### src/rtl/hdmi_island_scheduler_if.sv
// Raster-position in / period-decision out bundle for the HDMI period scheduler.
// The dvi_mode signal exists only when HDMI_SCHED_DVI_FALLBACK_EN is defined.
interface hdmi_island_scheduler_if;
  logic [15:0] cx;
  logic [15:0] cy;
`ifdef HDMI_SCHED_DVI_FALLBACK_EN
  logic        dvi_mode;
`endif
  logic [2:0]  mode;
  logic [3:0]  ctl;
  logic        packet_enable;
  logic [4:0]  packet_pixel_counter;
  logic        video_field_end;
  logic        island_overrun;

`ifdef HDMI_SCHED_DVI_FALLBACK_EN
  modport master (
    output cx, cy, dvi_mode,
    input  mode, ctl, packet_enable, packet_pixel_counter, video_field_end, island_overrun
  );
  modport slave (
    input  cx, cy, dvi_mode,
    output mode, ctl, packet_enable, packet_pixel_counter, video_field_end, island_overrun
  );
`else
  modport master (
    output cx, cy,
    input  mode, ctl, packet_enable, packet_pixel_counter, video_field_end, island_overrun
  );
  modport slave (
    input  cx, cy,
    output mode, ctl, packet_enable, packet_pixel_counter, video_field_end, island_overrun
  );
`endif
endinterface

### src/rtl/hdmi_island_scheduler.sv
// HDMI TX period sequencer: control/preamble, video guard/data, data-island guard/packets.
// Optional DVI fallback (dvi_mode input) enabled by defining HDMI_SCHED_DVI_FALLBACK_EN.
module hdmi_island_scheduler #(
  parameter int unsigned FRAME_WIDTH   = 800,
  parameter int unsigned FRAME_HEIGHT  = 525,
  parameter int unsigned SCREEN_WIDTH  = 640,
  parameter int unsigned SCREEN_HEIGHT = 480,
  parameter int unsigned MAX_PACKETS   = 18
) (
  input  logic                    clk_pixel,
  input  logic                    reset_n,
  hdmi_island_scheduler_if.slave  sched
);

  localparam int unsigned AVAIL_PACKETS = (FRAME_WIDTH > SCREEN_WIDTH + 38) ?
                                          (FRAME_WIDTH - SCREEN_WIDTH - 38) / 32 : 0;
  localparam int unsigned NUM_PACKETS   = (AVAIL_PACKETS < MAX_PACKETS) ? AVAIL_PACKETS : MAX_PACKETS;
  localparam bit          ISL_EN        = (NUM_PACKETS != 0);
  localparam int unsigned PRE_LEN       = 8;
  localparam int unsigned LEAD_LEN      = 2;
  localparam int unsigned DATA_LEN      = NUM_PACKETS * 32;
  localparam int unsigned ISL_LEN       = PRE_LEN + LEAD_LEN + DATA_LEN + 2;
  localparam int unsigned LAST_PKT_OFF  = ISL_EN ? DATA_LEN - 32 : 0;
  localparam int unsigned ISL_START     = SCREEN_WIDTH + 4;
  localparam int unsigned VPRE_START    = FRAME_WIDTH - 10;
  localparam int unsigned VGUARD_START  = FRAME_WIDTH - 2;

  typedef enum logic [2:0] {
    S_CTRL, S_VIDEO, S_VID_PRE, S_VID_GUARD,
    S_ISL_PRE, S_ISL_LEAD, S_ISL_DATA, S_ISL_TRAIL
  } state_e;

  state_e      state_q, state_d;
  logic [15:0] cx_q;
  logic [2:0]  mode_q, mode_d;
  logic [3:0]  ctl_q, ctl_d;
  logic        pe_q, pe_d;
  logic [4:0]  ppc_q, ppc_d;
  logic        vfe_q, vfe_d;
  logic        ovr_q, ovr_d;

  logic [15:0] isl_off;
  logic [15:0] data_off;
  logic        seq;
  logic        next_active;
  logic        in_isl_q;
  logic        hdmi_en;

  assign isl_off     = sched.cx - 16'(ISL_START);
  assign data_off    = isl_off - 16'(PRE_LEN + LEAD_LEN);
  assign seq         = (sched.cx == cx_q + 16'd1) ||
                       ((sched.cx == 16'd0) && (cx_q == 16'(FRAME_WIDTH - 1)));
  assign next_active = (sched.cy == 16'(FRAME_HEIGHT - 1)) || (sched.cy < 16'(SCREEN_HEIGHT - 1));
  assign in_isl_q    = (state_q == S_ISL_PRE) || (state_q == S_ISL_LEAD) ||
                       (state_q == S_ISL_DATA) || (state_q == S_ISL_TRAIL);

`ifdef HDMI_SCHED_DVI_FALLBACK_EN
  // DVI/HDMI choice is latched at the start of each line and held for the rest of it.
  logic dvi_q;
  logic dvi_now;
  assign dvi_now = (sched.cx == 16'd0) ? sched.dvi_mode : dvi_q;
  assign hdmi_en = ~dvi_now;

  always_ff @(posedge clk_pixel or negedge reset_n) begin
    if (!reset_n) begin
      dvi_q <= 1'b0;
    end else if (sched.cx == 16'd0) begin
      dvi_q <= sched.dvi_mode;
    end
  end
`else
  assign hdmi_en = 1'b1;
`endif

  // Island states are only reachable from the trigger pixel and survive only on
  // sequential cx, so a jump never produces a partial guard band or stray packet.
  always_comb begin
    state_d = S_CTRL;
    mode_d  = 3'd0;
    ctl_d   = 4'b0000;
    pe_d    = 1'b0;
    ppc_d   = 5'd0;
    vfe_d   = (sched.cx == 16'(SCREEN_WIDTH)) && (sched.cy == 16'(SCREEN_HEIGHT - 1));
    ovr_d   = ovr_q;

    if (hdmi_en && next_active && (sched.cx >= 16'(VPRE_START)) && (sched.cx < 16'(VGUARD_START))) begin
      state_d = S_VID_PRE;
    end else if (hdmi_en && next_active && (sched.cx >= 16'(VGUARD_START)) &&
                 (sched.cx < 16'(FRAME_WIDTH))) begin
      state_d = S_VID_GUARD;
    end else if (hdmi_en && ISL_EN && (isl_off < 16'(ISL_LEN)) &&
                 ((isl_off == 16'd0) || (seq && in_isl_q))) begin
      if (isl_off < 16'(PRE_LEN))                          state_d = S_ISL_PRE;
      else if (isl_off < 16'(PRE_LEN + LEAD_LEN))          state_d = S_ISL_LEAD;
      else if (isl_off < 16'(PRE_LEN + LEAD_LEN + DATA_LEN)) state_d = S_ISL_DATA;
      else                                                 state_d = S_ISL_TRAIL;
    end else if ((sched.cx < 16'(SCREEN_WIDTH)) && (sched.cy < 16'(SCREEN_HEIGHT))) begin
      state_d = S_VIDEO;
    end

    if (((state_d == S_VID_PRE) || (state_d == S_VID_GUARD)) && in_isl_q) begin
      ovr_d = 1'b1;
    end

    case (state_d)
      S_VIDEO:     mode_d = 3'd1;
      S_VID_PRE:   ctl_d  = 4'b0001;
      S_VID_GUARD: mode_d = 3'd2;
      S_ISL_PRE:   ctl_d  = 4'b0101;
      S_ISL_LEAD: begin
        mode_d = 3'd4;
        pe_d   = (isl_off == 16'(PRE_LEN + LEAD_LEN - 1));
      end
      S_ISL_DATA: begin
        mode_d = 3'd3;
        ppc_d  = data_off[4:0];
        pe_d   = (data_off[4:0] == 5'd31) && (data_off < 16'(LAST_PKT_OFF));
      end
      S_ISL_TRAIL: mode_d = 3'd4;
      default:     mode_d = 3'd0;
    endcase
  end

  always_ff @(posedge clk_pixel or negedge reset_n) begin
    if (!reset_n) begin
      state_q <= S_CTRL;
      cx_q    <= 16'd0;
      mode_q  <= 3'd0;
      ctl_q   <= 4'b0000;
      pe_q    <= 1'b0;
      ppc_q   <= 5'd0;
      vfe_q   <= 1'b0;
      ovr_q   <= 1'b0;
    end else begin
      state_q <= state_d;
      cx_q    <= sched.cx;
      mode_q  <= mode_d;
      ctl_q   <= ctl_d;
      pe_q    <= pe_d;
      ppc_q   <= ppc_d;
      vfe_q   <= vfe_d;
      ovr_q   <= ovr_d;
    end
  end

  assign sched.mode                 = mode_q;
  assign sched.ctl                  = ctl_q;
  assign sched.packet_enable        = pe_q;
  assign sched.packet_pixel_counter = ppc_q;
  assign sched.video_field_end      = vfe_q;
  assign sched.island_overrun       = ovr_q;

endmodule

### src/flat_wrapper.sv
// flat-port wrapper written by rule: the top's interface ports become plain ports
module hdmi_island_scheduler_flat 
#(
  parameter int unsigned FRAME_WIDTH   = 800,
  parameter int unsigned FRAME_HEIGHT  = 525,
  parameter int unsigned SCREEN_WIDTH  = 640,
  parameter int unsigned SCREEN_HEIGHT = 480,
  parameter int unsigned MAX_PACKETS   = 18
)
  (clk_pixel, reset_n, sched_cx, sched_cy, sched_mode, sched_ctl, sched_packet_enable, sched_packet_pixel_counter, sched_video_field_end, sched_island_overrun);
  hdmi_island_scheduler_if sched_i ();
  input  logic clk_pixel;
  input  logic reset_n;
  input wire logic [$bits(sched_i.cx)-1:0] sched_cx;
  input wire logic [$bits(sched_i.cy)-1:0] sched_cy;
  output wire logic [$bits(sched_i.mode)-1:0] sched_mode;
  output wire logic [$bits(sched_i.ctl)-1:0] sched_ctl;
  output wire logic [$bits(sched_i.packet_enable)-1:0] sched_packet_enable;
  output wire logic [$bits(sched_i.packet_pixel_counter)-1:0] sched_packet_pixel_counter;
  output wire logic [$bits(sched_i.video_field_end)-1:0] sched_video_field_end;
  output wire logic [$bits(sched_i.island_overrun)-1:0] sched_island_overrun;
  assign sched_i.cx = sched_cx;
  assign sched_i.cy = sched_cy;
  assign sched_mode = sched_i.mode;
  assign sched_ctl = sched_i.ctl;
  assign sched_packet_enable = sched_i.packet_enable;
  assign sched_packet_pixel_counter = sched_i.packet_pixel_counter;
  assign sched_video_field_end = sched_i.video_field_end;
  assign sched_island_overrun = sched_i.island_overrun;
  hdmi_island_scheduler #(.FRAME_WIDTH(FRAME_WIDTH), .FRAME_HEIGHT(FRAME_HEIGHT), .SCREEN_WIDTH(SCREEN_WIDTH), .SCREEN_HEIGHT(SCREEN_HEIGHT), .MAX_PACKETS(MAX_PACKETS)) u_core (.clk_pixel(clk_pixel), .reset_n(reset_n), .sched(sched_i));
endmodule
### config.mk
export PLATFORM = sky130hd
export DESIGN_NAME = hdmi_island_scheduler_flat
export DESIGN_NICKNAME = d
export VERILOG_FILES = /design/src/rtl/hdmi_island_scheduler_if.sv /design/src/rtl/hdmi_island_scheduler.sv /design/src/flat_wrapper.sv
export SDC_FILE = /design/constraint.sdc
export NUM_CORES = 1
export LEC_CHECK = 0
export BUFFER_PORTS_ARGS = -buffer_cell sky130_fd_sc_hd__buf_2
export CORE_ASPECT_RATIO = 0.9
export CORE_UTILIZATION = 30
export CTS_CLUSTER_SIZE = 30
export DETAILED_ROUTE_END_ITERATION = 10
export PLACE_DENSITY_LB_ADDON = 0.08
export RECOVER_POWER = 100
export SYNTH_ARGS = -nofsm -noshare
export SYNTH_HDL_FRONTEND = slang
export SYNTH_SLANG_ARGS = --single-unit
### constraint.sdc
create_clock -name clk_pixel -period 4.8 [get_ports clk_pixel]
set_clock_uncertainty 0.05 [all_clocks]
set_input_delay 0.96 -clock clk_pixel [delete_from_list [all_inputs] [get_ports clk_pixel]]
set_output_delay 0.96 -clock clk_pixel [all_outputs]
set_load 0.05 [all_outputs]
==> results.toml <==
[yosys]
synth_edf_count = 0
synthFlopType = "dfrtp_1"
yosys_warnings = 0
ys_seq_area_frac = 0.303
postSynthAreaPerCell_sq_um = 9.04
syn_area_sq_um = 2480
synthDistinctLibCells = 72
async_flop_share = 1.00
netlist.area_leader.share = 0.303
yosys_register_bits = 30
netlist_instances = 274
synth_area_leaders = "dfrtp_1 (30%), xnor2_1 (4.9%), ha_1 (4.0%)"
yosys.area.top_type = "dfrtp_1"

[route]
wl_per_cell_um = 17.1
wl_mm = 7.00
dr.pass1.iters = 7
postRouteAntennaNets = 0
vias_per_cell = 5.52
drc_errors = 2
wl_met3_um = 296
drt_iter0_drc = 99
wl_met2_mm = 3.05
top_layer = "met4"
vias = 2263
wl_met1_mm = 3.53

[sta]
hold_violations = 0
rsz0062_at_grt = "false"
setup_violations = 0
slew_headroom = -0.119
timing.setup.tns_ps = 0
fin_crit_ps = 3830
tightest_slew_ps = 1680
layout_worst_path_cycle_share = 0.797
fmax_mhz = 261
report.final.slew_viol_count = 31

[worst_setup_path]
reg2reg_depth = 8
startpoint = "sched_cx[2]"
critPathRequiredTime_ps = 4840
path_max_fanout = 16
critPathArrivalTime_ps = 3870
r2r-start = "u_core.cx_q[0]"
start_kind = "primary input"
cp-end-kind = "flip-flop"
path_class = "primary input to flip-flop"

[finish]
nNetsFinal = 353
layout_common_cells = "clkbuf_1 (30), dfrtp_1 (30), nand2_1 (25), buf_2 (16), xnor2_1 (14)"
drive_gt1_frac = 0.132
areaGrowthSynthToFinish_pct = 12.2
fin_cells = 410
n_fill_cell = 858
antenna_cells = 0

[pwr]
cellLeakagePower_nw = 1.08
power_switching_uw = 194
power.internal_uw = 477
combPwrFrac = 0.209
vdd_drop_max_mv = 0.103
swShare = 0.289
power_frac_clock = 0.389
p_per_area_nw_per_um2 = 241
seqPwrFrac = 0.402

[global_route]
grt_pass1_wl_mm = 11.4
gr-total-overflow = 0
grt_max_degree = 31
grt_use_total = 0.170
antenna_found_initial = 0
grt_pass1_vias = 2121

[clock_network]
cts_buffers = 5
cts_sinks = 30
clockRootBuffer = "clkbuf_8"
post_cts_buffers = 0
ctsHoldBuffers = 0
worstSkewPairLatency_ps = 280
cts_resized = 0
htree_levels = 2
cts.clk_slew.worst_paths_ps = 60
cts_max_path_buffers = 2
cts_tree = "built"

[min_path]
hold_depth = 2
hp-class = "flip-flop to flip-flop"
hold_start = "u_core.sched.island_overrun"

[die]
die_x_um = 97.8
die_area_sq_um = 8630
num_io_pins = 49
core-area_sq_um = 8030
die_h_um = 88.2
initial_utilization = 0.309
num_rows = 31

[placed_design]
dp_hpwl_mm = 5.44
port_buffers = 46
placedCellCount = 403
gp_congestion = 0.938

[job]
drv_cap = 1

[outcome]
violations = "DRC, capacitance limit, slew limit"
status = "finished with violations"
==> path summary, 6_finish.rpt <==
kind	slack (ps)	end
setup / recovery	970	u_core.sched.mode[1]
hold / removal	430	u_core.sched.island_overrun
setup reg to reg	1630	u_core.sched.mode[1]
hold reg to reg	430	u_core.sched.island_overrun
max in group asynchronous	2670	u_core.sched.packet_pixel_counter[3]
min in group asynchronous	1060	u_core.cx_q[8]
==> critical path, cell delays in order <==
cell and delay (ps):
clkbuf_1 230, inv_1 190, ha_1 550, o21bai_1 270
o21ai_0 120, a22o_1 280, nand4_1 100, o21ai_0 90
o21ai_1 860, o22ai_1 220
==> routing by layer <==
layer  GRT usage  up-vias
met3      0.0276       12
met5           0        -
li1            -     1105
met1       0.247     1084
met4      0.0510        0
met2       0.260       62
==> area by class of cell <==
type / count / area (sq um) / area share
Clock inverter: 1 / 30.0 / 0.0108
Clock buffer: 6 / 82.6 / 0.0297
Inverter: 12 / 45.0 / 0.0162
Timing Repair Buffer: 46 / 193 / 0.0693
Tap cell: 99 / 124 / 0.0446
Sequential cell: 30 / 751 / 0.270
Multi-Input combinational cell: 216 / 1550 / 0.559
==> per-stage QoR <==
stage                     cell area [sq um]  hold slack [ps]  setup slack [ps]  total power, mW   util
final                                  2780              429               973            0.671  0.346
after CTS                              2830              426              1430            0.682  0.353
after global routing                   2780              472               660            0.704  0.346
after detailed placement               2720              412              1140            0.417  0.339
after floorplan                        2480              474              1780            0.370      -
after global placement                 2720              403              1120            0.419  0.339
==> flip-flops by register name, indices dropped and copies added, names as in the netlist <==
| signal | count |
|---|---|
| u_core.cx_q | 16 |
| u_core.sched.ctl | 2 |
| u_core.sched.island_overrun | 1 |
| u_core.sched.mode | 3 |
| u_core.sched.packet_enable | 1 |
| u_core.sched.packet_pixel_counter | 5 |
| u_core.sched.video_field_end | 1 |
| u_core.state_q | 1 |
==> power groups by stage <==
stage                     sequential (mW)  clock, mW  combinational [mW]
after floorplan                     0.271          0              0.0995
after global placement              0.275          0               0.144
after detailed placement            0.274          0               0.143
after CTS                           0.269      0.269               0.143
after global routing                0.271      0.276               0.157
final                               0.270      0.261               0.140
==> kinds of logic after synthesis <==
family,count (synthesis),share of synthesized area
AOI/OAI and AO/OA,68,0.206
muxes,3,0.0131
and+or+nand+nor,113,0.288
xor gates and xnor gates,22,0.0833
DFF,30,0.303
adders and majority gates,8,0.0404
buffers and inverters,29,0.0646
other,1,0.00151
==> cells in the mapped netlist, types with 4 or more instances <==
master    number
a21oi_1        9
a31oi_1        8
and3_1         6
and4_1         4
buf_2          7
buf_6          4
dfrtp_1       30
ha_1           8
inv_1         11
nand2_1       25
nand3_1        6
nand4_1        6
nand4b_1       4
nor2_1        10
nor3_2         5
nor4_1        10
o21ai_0        8
or3_1          6
xnor2_1       14
xor2_1         7
No activity file was read; power rests on OpenSTA's default activity.
